## src/rtl/count_event_logger_pkg.sv

```systemverilog
// rtl/count_event_logger_pkg.sv - shared constants and entry packing for the count event logger
// Contents: event width, default geometry, log entry field positions, pack_entry().
package count_event_logger_pkg;

  localparam int EV_W       = 3;
  localparam int ENTRY_W    = 32;
  localparam int DEF_DEPTH  = 16;
  localparam int DEF_TS_W   = 13;

  // Log entry layout: [31:24] count1, [23:16] count2, [15:13] mask, [12:0] timestamp
  localparam int TS_LSB     = 0;
  localparam int TS_FIELD_W = 13;
  localparam int MASK_LSB   = 13;
  localparam int C2_LSB     = 16;
  localparam int C1_LSB     = 24;

  function automatic logic [ENTRY_W-1:0] pack_entry(
    input logic [7:0]            c1,
    input logic [7:0]            c2,
    input logic [EV_W-1:0]       mask,
    input logic [TS_FIELD_W-1:0] ts
  );
    logic [ENTRY_W-1:0] e;
    e = '0;
    e[C1_LSB +: 8]          = c1;
    e[C2_LSB +: 8]          = c2;
    e[MASK_LSB +: EV_W]     = mask;
    e[TS_LSB +: TS_FIELD_W] = ts;
    return e;
  endfunction

endpackage

```

## src/rtl/event_fifo.sv

```systemverilog
// rtl/event_fifo.sv - first-word-fall-through storage for logged events
// Ports: sys_clk, rst_n (async, active low), push/pop/clear strobes, wr_data in,
//        rd_data (head entry, 0 when empty), level, full, empty.
module event_fifo
  import count_event_logger_pkg::*;
#(
  parameter int DEPTH = DEF_DEPTH,
  parameter int W     = ENTRY_W
) (
  input  logic                     sys_clk,
  input  logic                     rst_n,
  input  logic                     push,
  input  logic                     pop,
  input  logic                     clear,
  input  logic [W-1:0]             wr_data,
  output logic [W-1:0]             rd_data,
  output logic [$clog2(DEPTH):0]   level,
  output logic                     full,
  output logic                     empty
);

  localparam int PTR_W = $clog2(DEPTH);
  localparam int LVL_W = PTR_W + 1;

  logic [W-1:0]     mem [DEPTH];
  logic [PTR_W-1:0] wr_ptr;
  logic [PTR_W-1:0] rd_ptr;
  logic             pop_ok;
  logic             push_ok;

  assign full  = (level == LVL_W'(DEPTH));
  assign empty = (level == '0);

  // A pop frees a slot on the same edge, so a full FIFO still accepts a push
  // when it is popped at the same time.
  assign pop_ok  = pop && !empty;
  assign push_ok = push && (!full || pop_ok);

  assign rd_data = empty ? '0 : mem[rd_ptr];

  // Pointers wrap naturally at DEPTH because DEPTH is a power of two.
  always_ff @(posedge sys_clk or negedge rst_n) begin
    if (!rst_n) begin
      wr_ptr <= '0;
      rd_ptr <= '0;
      level  <= '0;
    end else if (clear) begin
      wr_ptr <= '0;
      rd_ptr <= '0;
      level  <= '0;
    end else begin
      if (push_ok) wr_ptr <= wr_ptr + PTR_W'(1);
      if (pop_ok)  rd_ptr <= rd_ptr + PTR_W'(1);
      unique case ({push_ok, pop_ok})
        2'b10:   level <= level + LVL_W'(1);
        2'b01:   level <= level - LVL_W'(1);
        default: level <= level;
      endcase
    end
  end

  // Storage needs no reset; entries are only visible through level.
  always_ff @(posedge sys_clk) begin
    if (push_ok && !clear) mem[wr_ptr] <= wr_data;
  end

endmodule

```

## src/rtl/count_event_logger.sv

```systemverilog
// rtl/count_event_logger.sv - timestamped logger of counter match events
// Ports: sys_clk, rst_n (async, active low), ev_in[2:0] event levels, count1/count2
//        sampled values, log_en, pop, clear; rd_data head entry, empty, full, level,
//        overflow (sticky), drop_cnt (saturating).
module count_event_logger
  import count_event_logger_pkg::*;
#(
  parameter int DEPTH = DEF_DEPTH,
  parameter int TS_W  = DEF_TS_W
) (
  input  logic                     sys_clk,
  input  logic                     rst_n,
  input  logic [EV_W-1:0]          ev_in,
  input  logic [7:0]               count1,
  input  logic [7:0]               count2,
  input  logic                     log_en,
  input  logic                     pop,
  input  logic                     clear,
  output logic [ENTRY_W-1:0]       rd_data,
  output logic                     empty,
  output logic                     full,
  output logic [$clog2(DEPTH):0]   level,
  output logic                     overflow,
  output logic [7:0]               drop_cnt
);

  logic [EV_W-1:0]       ev_q;
  logic [EV_W-1:0]       rise;
  logic [TS_W-1:0]       ts;
  logic [TS_FIELD_W-1:0] ts_field;
  logic                  push;
  logic                  drop;
  logic [ENTRY_W-1:0]    wr_data;

  assign rise     = ev_in & ~ev_q;
  assign push     = log_en && (rise != '0);
  assign ts_field = TS_FIELD_W'(ts);
  assign wr_data  = pack_entry(count1, count2, rise, ts_field);

  // A full FIFO only loses the entry when nothing is popped on the same edge.
  assign drop = push && full && !pop;

  // ev_q keeps tracking ev_in through clear and while logging is disabled,
  // so a level that was already high never produces a late entry.
  always_ff @(posedge sys_clk or negedge rst_n) begin
    if (!rst_n) begin
      ev_q     <= '0;
      ts       <= '0;
      overflow <= 1'b0;
      drop_cnt <= '0;
    end else begin
      ev_q <= ev_in;
      if (clear) begin
        ts       <= '0;
        overflow <= 1'b0;
        drop_cnt <= '0;
      end else begin
        ts <= ts + TS_W'(1);
        if (drop) begin
          overflow <= 1'b1;
          if (drop_cnt != 8'hFF) drop_cnt <= drop_cnt + 8'd1;
        end
      end
    end
  end

  event_fifo #(
    .DEPTH (DEPTH),
    .W     (ENTRY_W)
  ) u_fifo (
    .sys_clk (sys_clk),
    .rst_n   (rst_n),
    .push    (push),
    .pop     (pop),
    .clear   (clear),
    .wr_data (wr_data),
    .rd_data (rd_data),
    .level   (level),
    .full    (full),
    .empty   (empty)
  );

endmodule

```

## config.mk

```make
export PLATFORM = sky130hd
export DESIGN_NAME = count_event_logger
export DESIGN_NICKNAME = d
export VERILOG_FILES = /design/src/rtl/count_event_logger_pkg.sv /design/src/rtl/event_fifo.sv /design/src/rtl/count_event_logger.sv
export SDC_FILE = /design/constraint.sdc
export NUM_CORES = 1
export LEC_CHECK = 0
export CORE_MARGIN = 5
export CORE_UTILIZATION = 61
export CTS_CLUSTER_SIZE = 28
export DETAILED_ROUTE_END_ITERATION = 8
export PLACE_DENSITY = 0.89
export SYNTH_ARGS = -nofsm -noshare
export SYNTH_HDL_FRONTEND = slang
export SYNTH_HIERARCHICAL = 1
export SYNTH_SLANG_ARGS = --single-unit
```

## constraint.sdc

```tcl
create_clock -name sys_clk -period 4.12 [get_ports sys_clk]
set_input_delay 0.412 -clock sys_clk [delete_from_list [all_inputs] [get_ports sys_clk]]
set_output_delay 0.412 -clock sys_clk [all_outputs]
set_load 0.01 [all_outputs]
```

==> results of run 1 <==
## flip-flops by register name, summed over array words and instances, names as in the netlist
signal         count
u_fifo/wr_ptr      4
u_fifo/mem       512
u_fifo/rd_ptr      4
drop_cnt           8
ts                13
ev_q               3
overflow           1
u_fifo/level       5
## through the flow
| step | setup WS, ps | instances |
|---|---|---|
| after floorplan | 735.4 | 1016 |
| after global placement | 842.7 | 1523 |
| after detailed placement | 768.7 | 1523 |
| after CTS | 95.79 | 1620 |
| after global routing | 115.4 | 1620 |
| final | 278.0 | 1620 |
## where the power goes
part           internal [mW]  total, mW  switching [mW]  leakage, nW
sequential              6.15       6.31           0.168         5.20
combinational           1.52       2.91            1.39         1.78
clock                   2.91       4.98            2.07        0.865
## worst max-delay path by stage
stage,startpoint,end,slack (ps),cells after the start
2_1_floorplan,ev_in[0],u_fifo/mem[0][0],740,6
3_3_place_gp,u_fifo/level[1],rd_data[11],840,5
3_5_place_dp,u_fifo/level[1],rd_data[7],770,5
4_1_cts,u_fifo/level[1],rd_data[4],100,5
5_1_grt,u_fifo/rd_ptr[0],rd_data[20],120,6
6_report,u_fifo/level[1],rd_data[2],280,5
## cell families (layout without fill, tap and decap cells)
group                      Yosys count  count (layout)  synth area share [%]
AOI/OAI and AO/OA                   69              69                 2.324
xor gates and xnor gates            14              14                0.5694
adders and majority gates           11              11                0.6740
buffers and inverters               65             214                 1.290
DFF                                550             550                 75.82
muxes                              202             202                 16.86
and+or+nand+nor                    105             105                 2.469
## synth_stat cells, types with 4 or more instances
| library cell | n | share of area (%) |
|---|---|---|
| nand4_1 | 4 | 0.12 |
| a21oi_1 | 9 | 0.21 |
| or3_1 | 4 | 0.12 |
| xor2_1 | 10 | 0.41 |
| clkbuf_1 | 26 | 0.45 |
| mux2_2 | 4 | 0.21 |
| nor2_1 | 41 | 0.71 |
| mux2i_1 | 69 | 3.2 |
| mux4_2 | 128 | 13 |
| buf_2 | 21 | 0.49 |
| ha_1 | 10 | 0.58 |
| inv_1 | 13 | 0.23 |
| o22ai_1 | 32 | 0.93 |
| o21ai_0 | 4 | 0.093 |
| nor2b_1 | 7 | 0.20 |
| buf_1 | 4 | 0.070 |
| edfxtp_1 | 512 | 71 |
| xnor2_1 | 4 | 0.16 |
| nand3_1 | 9 | 0.21 |
| dfrtp_1 | 38 | 4.4 |
| nand2_1 | 16 | 0.28 |
## worst max-delay path: stages, from the launching register on
cell and delay [ps]:
dfrtp_1 420, or4_4 670, o21ai_4 500, buf_4 490, o22ai_1 220, clkdlybuf4s50_1 540
## metal layers
layer  GRT usage [%]  share of wire [%]  up-vias
met1           36.24                 36     5765
met4           7.881                2.7        0
met2           44.28                 52      686
met5               0                  0        -
li1                -                  -     4426
met3           5.156                9.2      102
## area by class of cell
cell class,count,area (sq um)
Tap cell,455,569.3
Fill cell,1880,9707
Clock buffer,67,1439
Inverter,13,48.80
Clock inverter,30,345.3
Sequential cell,550,16340
Timing Repair Buffer,104,1204
Multi-Input combinational cell,401,5064
==> metrics.md, run 1 <==
| Metric | Value |
|---|---|
| Clk pin slew, worst setup/hold paths | 60 ps |
| Flop-to-flop setup slack | about 1100 ps |
| Mapped Area | 21,530 sq um |
| Routed wire length | 50,380 um |
| Cell Area, Placed | 23,220 sq um |
| Max Slew Vio Count | 0 |
| Min Hold Slack | -21.68 ps |
| Worst min-delay path category | in -> async |
| Overflow after GRT | 0 |
| Number of global-route vias before repair | 11,600 |
| Number of synthesized register bits | 550 |
| First-pass iteration count of the detailed router | 5 |
| Root buffer cell | clkbuf_16 |
| Unrepaired setup endpoints after global routing | false |
| Final Util | 72.04% |
| Number of buffers created by CTS | 52 |
| Post-CTS setup buffer count | 0 |
| # hold bufs at CTS | 0 |
| R2r worst-path depth | 9 |
| Layout cells sized above 1 | 24.29% |
| Antenna cell count | 0 |
| Num Clock Sinks | 550 |
| Clock latency on the worst-skew pair | 580 ps |
| Worst flop-to-flop path endpoint | u_fifo/level[4] |
| Rows | approximately 70 |
| Initial DRC Count | 1,190 |
| Core box area | 34,710 sq um |
| # DRC | 0 |
| Clock Skew | 12.18 ps |
| Post-layout nets | 1,157 |
| Syn nets | 1,051 |
| Average wire per standard cell | around 31 um |
| Slew @ Worst Pin | 957.7 ps |
| Placer congestion estimate | 0.7793 |
| Clock Tree Buf Depth | 3 |
| R2R Path Start | u_fifo/level[1] |
| Die Y | 197.9 um |
| Leakage | 7.840 nW |
| Post-route ant nets | 0 |
| Critical Setup Path Class | reg -> out |
| Synth cell types | 54 |
| Initial Util | between 60% and 70% |
| Final setup vio count | 0 |
| Sum Neg Setup Slack | 0 ps |
| Htree depth | 2 |
| MaxCap Viol Count | 0 |
| Top Ports | 72 |
| Global-route wire length before repair | 75,860 um |
| Most frequent cells in the layout | edfxtp_1, mux4_2, clkdlybuf4s50_1 |
| Status | finished with violations |
| Global Route Usage Sum | 26.46% |
| Largest net degree at the start of global routing | 39 |
| Register area share after synthesis | 75.82% |
| Worst VDD drop | between 0.4 and 0.5 mV |
| Post-route cell area | 25,010 sq um |
| Ys Warns | 6 |
| CTS tree | yes |
| Vias | 10,980 |
| Vias per cell | 6.777 |
| Commonest non-fill, non-tap cell in the layout | edfxtp_1 |
| Post-synth EDFFs | approximately 510 |
| Mean post-synth cell area | about 21 sq um |
| Startpoint Class | flop |
| Min Tclk post-route | 3842 ps |
| Die area | 39,160 sq um |
| Worst EP required | 3710 ps |
| Async S/R FF share, synth | 6.909% |
| Area Growth Syn to Fin | 16.13% |
| Die X | 197.9 um |
| Port Buf Inserts | around 70 |
| Prevailing post-synth register cell | edfxtp_1 |
| Antenna violations before repair | 0 |
| Gate Count Post-Synth | 1,016 |
| Period utilization | 93.25% |
| Worst EP arrival | around 3400 ps |
| Failing checks | negative hold slack |
| Detailed Place HPWL | about 26,000 um |
| Hold Violations, Final | 19 |
| Max Freq | around 0.26 GHz |
| Post-cts repair resize count | 0 |
| PD cells | 568.0 nW/um^2 |
| Crit. End Element | output port |
| Crit path max fanout | 21 |
| Power Total | 14.20 mW |
| Relative slew slack | 36.15% |
Power figures use the tool's default switching activity.
==> inputs of run 2 (changes only) <==
--- a/config.mk
+++ b/config.mk
@@ -5,6 +5,7 @@
 export SDC_FILE = /design/constraint.sdc
 export NUM_CORES = 1
 export LEC_CHECK = 0
+export CAP_MARGIN = 40
 export CORE_MARGIN = 5
 export CORE_UTILIZATION = 61
 export CTS_CLUSTER_SIZE = 28
==> constraint.sdc (replaced) <==
create_clock -name sys_clk -period 4.1 [get_ports sys_clk]
set_input_delay 0.41 -clock sys_clk [delete_from_list [all_inputs] [get_ports sys_clk]]
set_output_delay 0.41 -clock sys_clk [all_outputs]
set_load 0.01 [all_outputs]
==> run 2 against run 1 <==
  * The flow now finishes without violations
  * Sequential share of layout area is 0.32 points higher
  * Global-route usage is 0.82 points lower
  * Sequential power hardly changed
  * Non-clock buffer count is 13 higher
  * Worst setup slack better by 76 ps
  * Critical path type unchanged
  * Highest routed layer unchanged
==> metrics.md, run 2 (synthesis gave the netlist of run 1 again) <==
| Metric | Value |
|---|---|
| Post-route ant nets | 0 |
| CP Buf/Inv Count | 2 |
| Final setup vio count | 0 |
| Post-cts repair resize count | 0 |
| Die area | 39,160 sq um |
| Htree depth | 2 |
| Sum Neg Setup Slack | 0 ps |
| Leakage | 7.842 nW |
| Unrepaired setup endpoints after global routing | false |
| Commonest non-fill, non-tap cell in the layout | edfxtp_1 |
| Startpoint Class | flop |
| Post-CTS setup buffer count | 0 |
| Num Clock Sinks | 550 |
| Most frequent cells in the layout | edfxtp_1, mux4_2, clkdlybuf4s50_1 |
| Min Tclk post-route | 3746 ps |
| Period utilization | 91.36% |
| Crit path max fanout | 24 |
| Antenna cell count | 0 |
| Slew @ Worst Pin | 848.6 ps |
| Crit. End Element | output port |
| Post-route cell area | 24,890 sq um |
| Worst VDD drop | about 0.52 mV |
| Largest delay contributor family on the critical path | buffers and inverters |
| Layout cells sized above 1 | 24.68% |
| Worst flop-to-flop path endpoint | u_fifo/level[4] |
| Clock Tree Buf Depth | 3 |
| Routed wire length | 48,880 um |
| Biggest regs | u_fifo/mem: 512 flops, ts: 13 flops, drop_cnt: 8 flops |
| Min Hold Slack | 215.3 ps |
| Die X | 197.9 um |
| Worst EP required | 3690 ps |
| Hold Violations, Final | 0 |
| MaxCap Viol Count | 0 |
| Initial DRC Count | between 1,000 and 1,500 |
| Die Y | ~200 um |
| PD cells | 559.6 nW/um^2 |
| R2R Path Start | u_fifo/level[0] |
| CP max stage delay | 770 ps |
| Number of buffers created by CTS | 52 |
| Average wire per standard cell | 29.99 um |
| Clock latency on the worst-skew pair | 570 ps |
| Vias | roughly 11,000 |
| Status | complete, no violations |
| Worst EP arrival | 3340 ps |
| Worst min-delay path category | in -> async |
| Max reg flops | slightly above 500 |
| Flop-to-flop setup slack | 1150 ps |
| Placer congestion estimate | between 0.7 and 0.8 |
| Post-layout nets | roughly 1,200 |
| Crit path cell chain | buf_4 -> mux4_2 -> mux2i_1 -> o22ai_1 -> clkdlybuf4s50_1 |
| Global-route wire length before repair | between 70,000 and 80,000 um |
| Rows | 68 |
| Max Slew Vio Count | 0 |
| Largest net degree at the start of global routing | 72 |
| Clk pin slew, worst setup/hold paths | about 70 ps |
| Clock Skew | 20.57 ps |
| Biggest register | u_fifo/mem |
| Core box area | 34,710 sq um |
| Overflow after GRT | 0 |
| Number of global-route vias before repair | ~11,000 |
| Area Growth Syn to Fin | 15.57% |
| Cell Area, Placed | 23,210 sq um |
| Critical Setup Path Class | reg -> out |
| Top Ports | 72 |
| Port Buf Inserts | 71 |
| Vias per cell | 6.691 |
| Detailed Place HPWL | between 20,000 and 30,000 um |
| First-pass iteration count of the detailed router | 5 |
| Initial Util | between 60% and 70% |
| # DRC | 0 |
| Global Route Usage Sum | 25.64% |
| Worst path slowest cell | dfrtp_4 |
| R2r worst-path depth | 9 |
| Max Freq | about 0.27 GHz |
| Antenna violations before repair | 0 |
| CTS tree | yes |
| Root buffer cell | clkbuf_16 |
| Relative slew slack | 43.43% |
==> run 2: changes by cell type in the layout (fill, tap and decap cells not counted), sizes merged, moves of 2 or more <==
cell / previous run / this run
inv: 15 / 13
bufinv: 7 / 4
clkbuf: 67 / 64
buf: 34 / 46
clkinv: 17 / 24
clkinvlp: 4 / 2
==> run 2: stage by stage <==
| stage | setup WS [ps] | power [mW] | util (%) | instances |
|---|---|---|---|---|
| final | 354.1 | 13.93 | 71.69 | 1630 |
| after global routing | 199.4 | 14.47 | 71.69 | 1630 |
| after detailed placement | 735.6 | 9.320 | 66.86 | 1534 |
| after global placement | 846.2 | 9.208 | 66.72 | 1532 |
| after CTS | 308.9 | 14.01 | 71.67 | 1629 |
| after floorplan | 717.4 | 8.268 | - | 1016 |
==> run 2: timing repair <==
action / 4_1_cts / 5_1_grt
endpoints found under the hold margin: 38 / 0
hold buffers: 1 / 0
setup endpoints to repair: 0 / 0
==> run 2: cell type report <==
cell class                      count  area [sq um]
Inverter                           13         48.80
Sequential cell                   550         16340
Clock buffer                       64          1408
Timing Repair Buffer              117          1211
Clock inverter                     30         250.2
Multi-Input combinational cell    401          5061
Tap cell                          455         569.3
Fill cell                        1907          9828
==> run 2: per-layer routing <==
metal	routed length [um]	vias up	global-route usage, %	share of wire (%)
met5	0	-	0	0
met4	1422	0	7.090	2.9
met3	4922	115	5.887	10
met2	25120	680	43.51	51
met1	17410	5658	34.13	36
li1	-	4453	-	-
==> run 2: worst max path at each step <==
stage | from | cells after the start | slack [ps] | to
6_report | u_fifo/rd_ptr[0] | 5 | 350 | rd_data[27]
5_1_grt | u_fifo/rd_ptr[0] | 5 | 200 | rd_data[19]
4_1_cts | u_fifo/rd_ptr[0] | 5 | 310 | rd_data[27]
3_5_place_dp | ev_in[1] | 6 | 740 | u_fifo/mem[7][8]
3_3_place_gp | u_fifo/level[1] | 5 | 850 | rd_data[6]
2_1_floorplan | ev_in[0] | 6 | 720 | u_fifo/mem[0][0]
==> run 2: power by group <==
part	leakage (nW)	internal, mW	switching (mW)
Clock	0.818	2.68	2.00
Combinational	1.83	1.54	1.40
Sequential	5.20	6.18	0.129
==> inputs of run 3 (changes only) <==
--- a/config.mk
+++ b/config.mk
@@ -6,6 +6,7 @@
 export NUM_CORES = 1
 export LEC_CHECK = 0
 export CAP_MARGIN = 40
+export CORE_ASPECT_RATIO = 1.1
 export CORE_MARGIN = 5
 export CORE_UTILIZATION = 61
 export CTS_CLUSTER_SIZE = 28
==> run 3 against run 2 <==
  * Combinational power grew 2%
  * Sequential power is essentially flat
  * Critical endpoint is now rd_data[12]
  * Global-route usage grew 0.81 points
  * Clock power shrank 5.1%
  * Routed wire length grew 7.7%
  * Via count grew 2.7%
  * Critical path depth grew 1
  * Largest cell class unchanged
  * First-iteration DRC count grew 27%
  * Total power shrank 1.5%
  * Final area shrank 0.84%
  * Die area is essentially flat
==> metrics.md, run 3 (synthesis gave the netlist of run 1 again) <==
| Metric | Value |
|---|---|
| Status | complete, no violations |
| PD cells | 555.8 nW/um^2 |
| Antenna violations before repair | 2 |
| Detailed Place HPWL | 27,430 um |
| Root buffer cell | clkbuf_16 |
| Net Switching | 3.609 mW |
| Slew @ Worst Pin | about 860 ps |
| Post-cts repair resize count | 0 |
| R2R Path Start | u_fifo/level[1] |
| Commonest non-fill, non-tap cell in the layout | edfxtp_1 |
| Post-CTS setup buffer count | 0 |
| Flop-to-flop setup slack | 1010 ps |
| Worst EP required | roughly 3700 ps |
| Min Tclk post-route | 3871 ps |
| Die X | 189.1 um |
| Global Route Usage Sum | a little over a quarter |
| Cell Area, Placed | 23,130 sq um |
| FF+latch area | around 16,000 sq um |
| Top Ports | 72 |
| Final std cells w/o fill | approximately 1,600 |
| First-pass iteration count of the detailed router | 6 |
| Post-route ant nets | 0 |
| Worst path slowest cell | or2_2 |
| Most frequent cells in the layout | edfxtp_1, mux4_2, clkdlybuf4s50_1 |
| CP max stage delay | 670 ps |
| Global-route wire length before repair | around 76,000 um |
| Layout cells sized above 1 | 23.69% |
| Unrepaired setup endpoints after global routing | false |
| Area of the multi-input gates | 5061 sq um |
| Place WS | 843.2 ps |
| Worst EP arrival | between 3000 and 4000 ps |
| Port Buf Inserts | between 70 and 80 |
| Critical Setup Path Class | reg -> out |
| Final setup margin | roughly 230 ps |
| MaxCap Viol Count | 0 |
| Placer congestion estimate | 0.7852 |
| Core box area | roughly 35,000 sq um |
| # DRC | 0 |
| Clock Skew | 27.00 ps |
| Initial DRC Count | roughly 1,700 |
| Power Internal | approximately 10 mW |
| # hold bufs at CTS | 1 |
| Hold Violations, Final | 0 |
| Vias | 11,200 |
| Comb power frac | 21.9% |
| Vias per cell | 6.968 |
| Biggest register | u_fifo/mem |
| Period utilization | a little over nine tenths |
| Final setup vio count | 0 |
| Die Y | 207.1 um |
| Max Slew Vio Count | 0 |
| Clock latency on the worst-skew pair | 580 ps |
| Post-layout nets | 1,159 |
| Die area | 39,160 sq um |
| Num Clock Sinks | 550 |
| Htree depth | 2 |
| Rows | between 70 and 80 |
| Dpl cells | 1,513 |
| Biggest regs | u_fifo/mem: 512 flops, ts: 13 flops, drop_cnt: 8 flops |
| Leakage | 7.721 nW |
| Crit. End Element | output port |
| Largest net degree at the start of global routing | 81 |
| Sw Share | 26.32% |
| Area Growth Syn to Fin | 14.59% |
| Relative slew slack | 42.86% |
| CTS tree | yes |
| Number of buffers created by CTS | 51 |
| Number of global-route vias before repair | about 11,000 |
| Flop pwr share | 45.8% |
| Clk pin slew, worst setup/hold paths | around 60 ps |
| Startpoint Class | flop |
| Overflow after GRT | 0 |
| Max Freq | 0.2584 GHz |
| Clk network pwr share | 32.4% |
| Fillcell total | 1,904 |
| Crit path cell chain | or4_4 -> nor2_1 -> or2_2 -> buf_4 -> o22ai_1 -> clkdlybuf4s50_1 |
| Worst VDD drop | 0.4014 mV |
| Routed wire length | approximately 53,000 um |
| Average wire per standard cell | 32.76 um |
| Post-route cell area | around 25,000 sq um |
| Crit. Startpoint | u_fifo/level[1] |
| Worst min-delay path category | in -> async |
| Initial Util | 61.45% |
| Crit path max fanout | 24 |
| Max reg flops | about 500 |
| Sum Neg Setup Slack | 0 ps |
| Clock Tree Buf Depth | 3 |
-- run 3: cell types whose count changed in the layout (fill, tap and decap cells not counted), moves of 3 or more --
cell / before / now
buf_4: 33 / 22
clkbuf_1: 7 / 10
clkbuf_8: 4 / 0
inv_6: 0 / 4
-- run 3: per-stage QoR --
| step | power (mW) | utilization, % | hold WS, ps |
|---|---|---|---|
| after floorplan | 8.268 | - | 114.4 |
| after global placement | 9.233 | 65.93 | 505.1 |
| after detailed placement | 9.320 | 65.99 | 344.1 |
| after CTS | 13.77 | 70.38 | 272.6 |
| after global routing | 14.20 | 70.40 | 284.3 |
| final | 13.71 | 70.41 | 289.6 |
-- run 3: layout make-up --
class	count	share of cell area (%)
inverters	13	0.1978
diodes	2	0.02028
clock inverters	29	0.8620
flip-flops and latches	550	66.21
clock buffers	61	5.324
well taps	444	2.251
multi-input cells	401	20.51
repair buffers	107	4.624
-- run 3: worst paths after layout --
kind | endpoint | cells past startpoint
min in group sys_clk | ev_q[1] | 1
max in group asynchronous | u_fifo/rd_ptr[0] | 3
min | drop_cnt[1] | 2
max reg2reg | drop_cnt[6] | 6
min reg2reg | overflow | 2
max | rd_data[12] | 6
-- run 3: routing by layer --
layer	track usage [%]	routed length, um
met1	37.34	18640
met2	42.83	26610
met5	0	34
met4	8.771	1769
met3	4.899	5591
-- run 3: power groups by stage --
stage	Sequential, mW	Combinational, mW	Clock (mW)
CTS	6.28	3.01	4.48
detailed placement	6.39	2.93	0
global placement	6.38	2.85	0
global route	6.28	3.17	4.74
finish	6.28	3.00	4.44
floorplan	6.34	1.93	0
-- run 3: worst max-delay path: cells and delay by family, from the launching register on --
kind            cells  cell delay (ps)
compound gates      1              110
buf+inv             2              830
flops               1              430
simple gates        3             1510
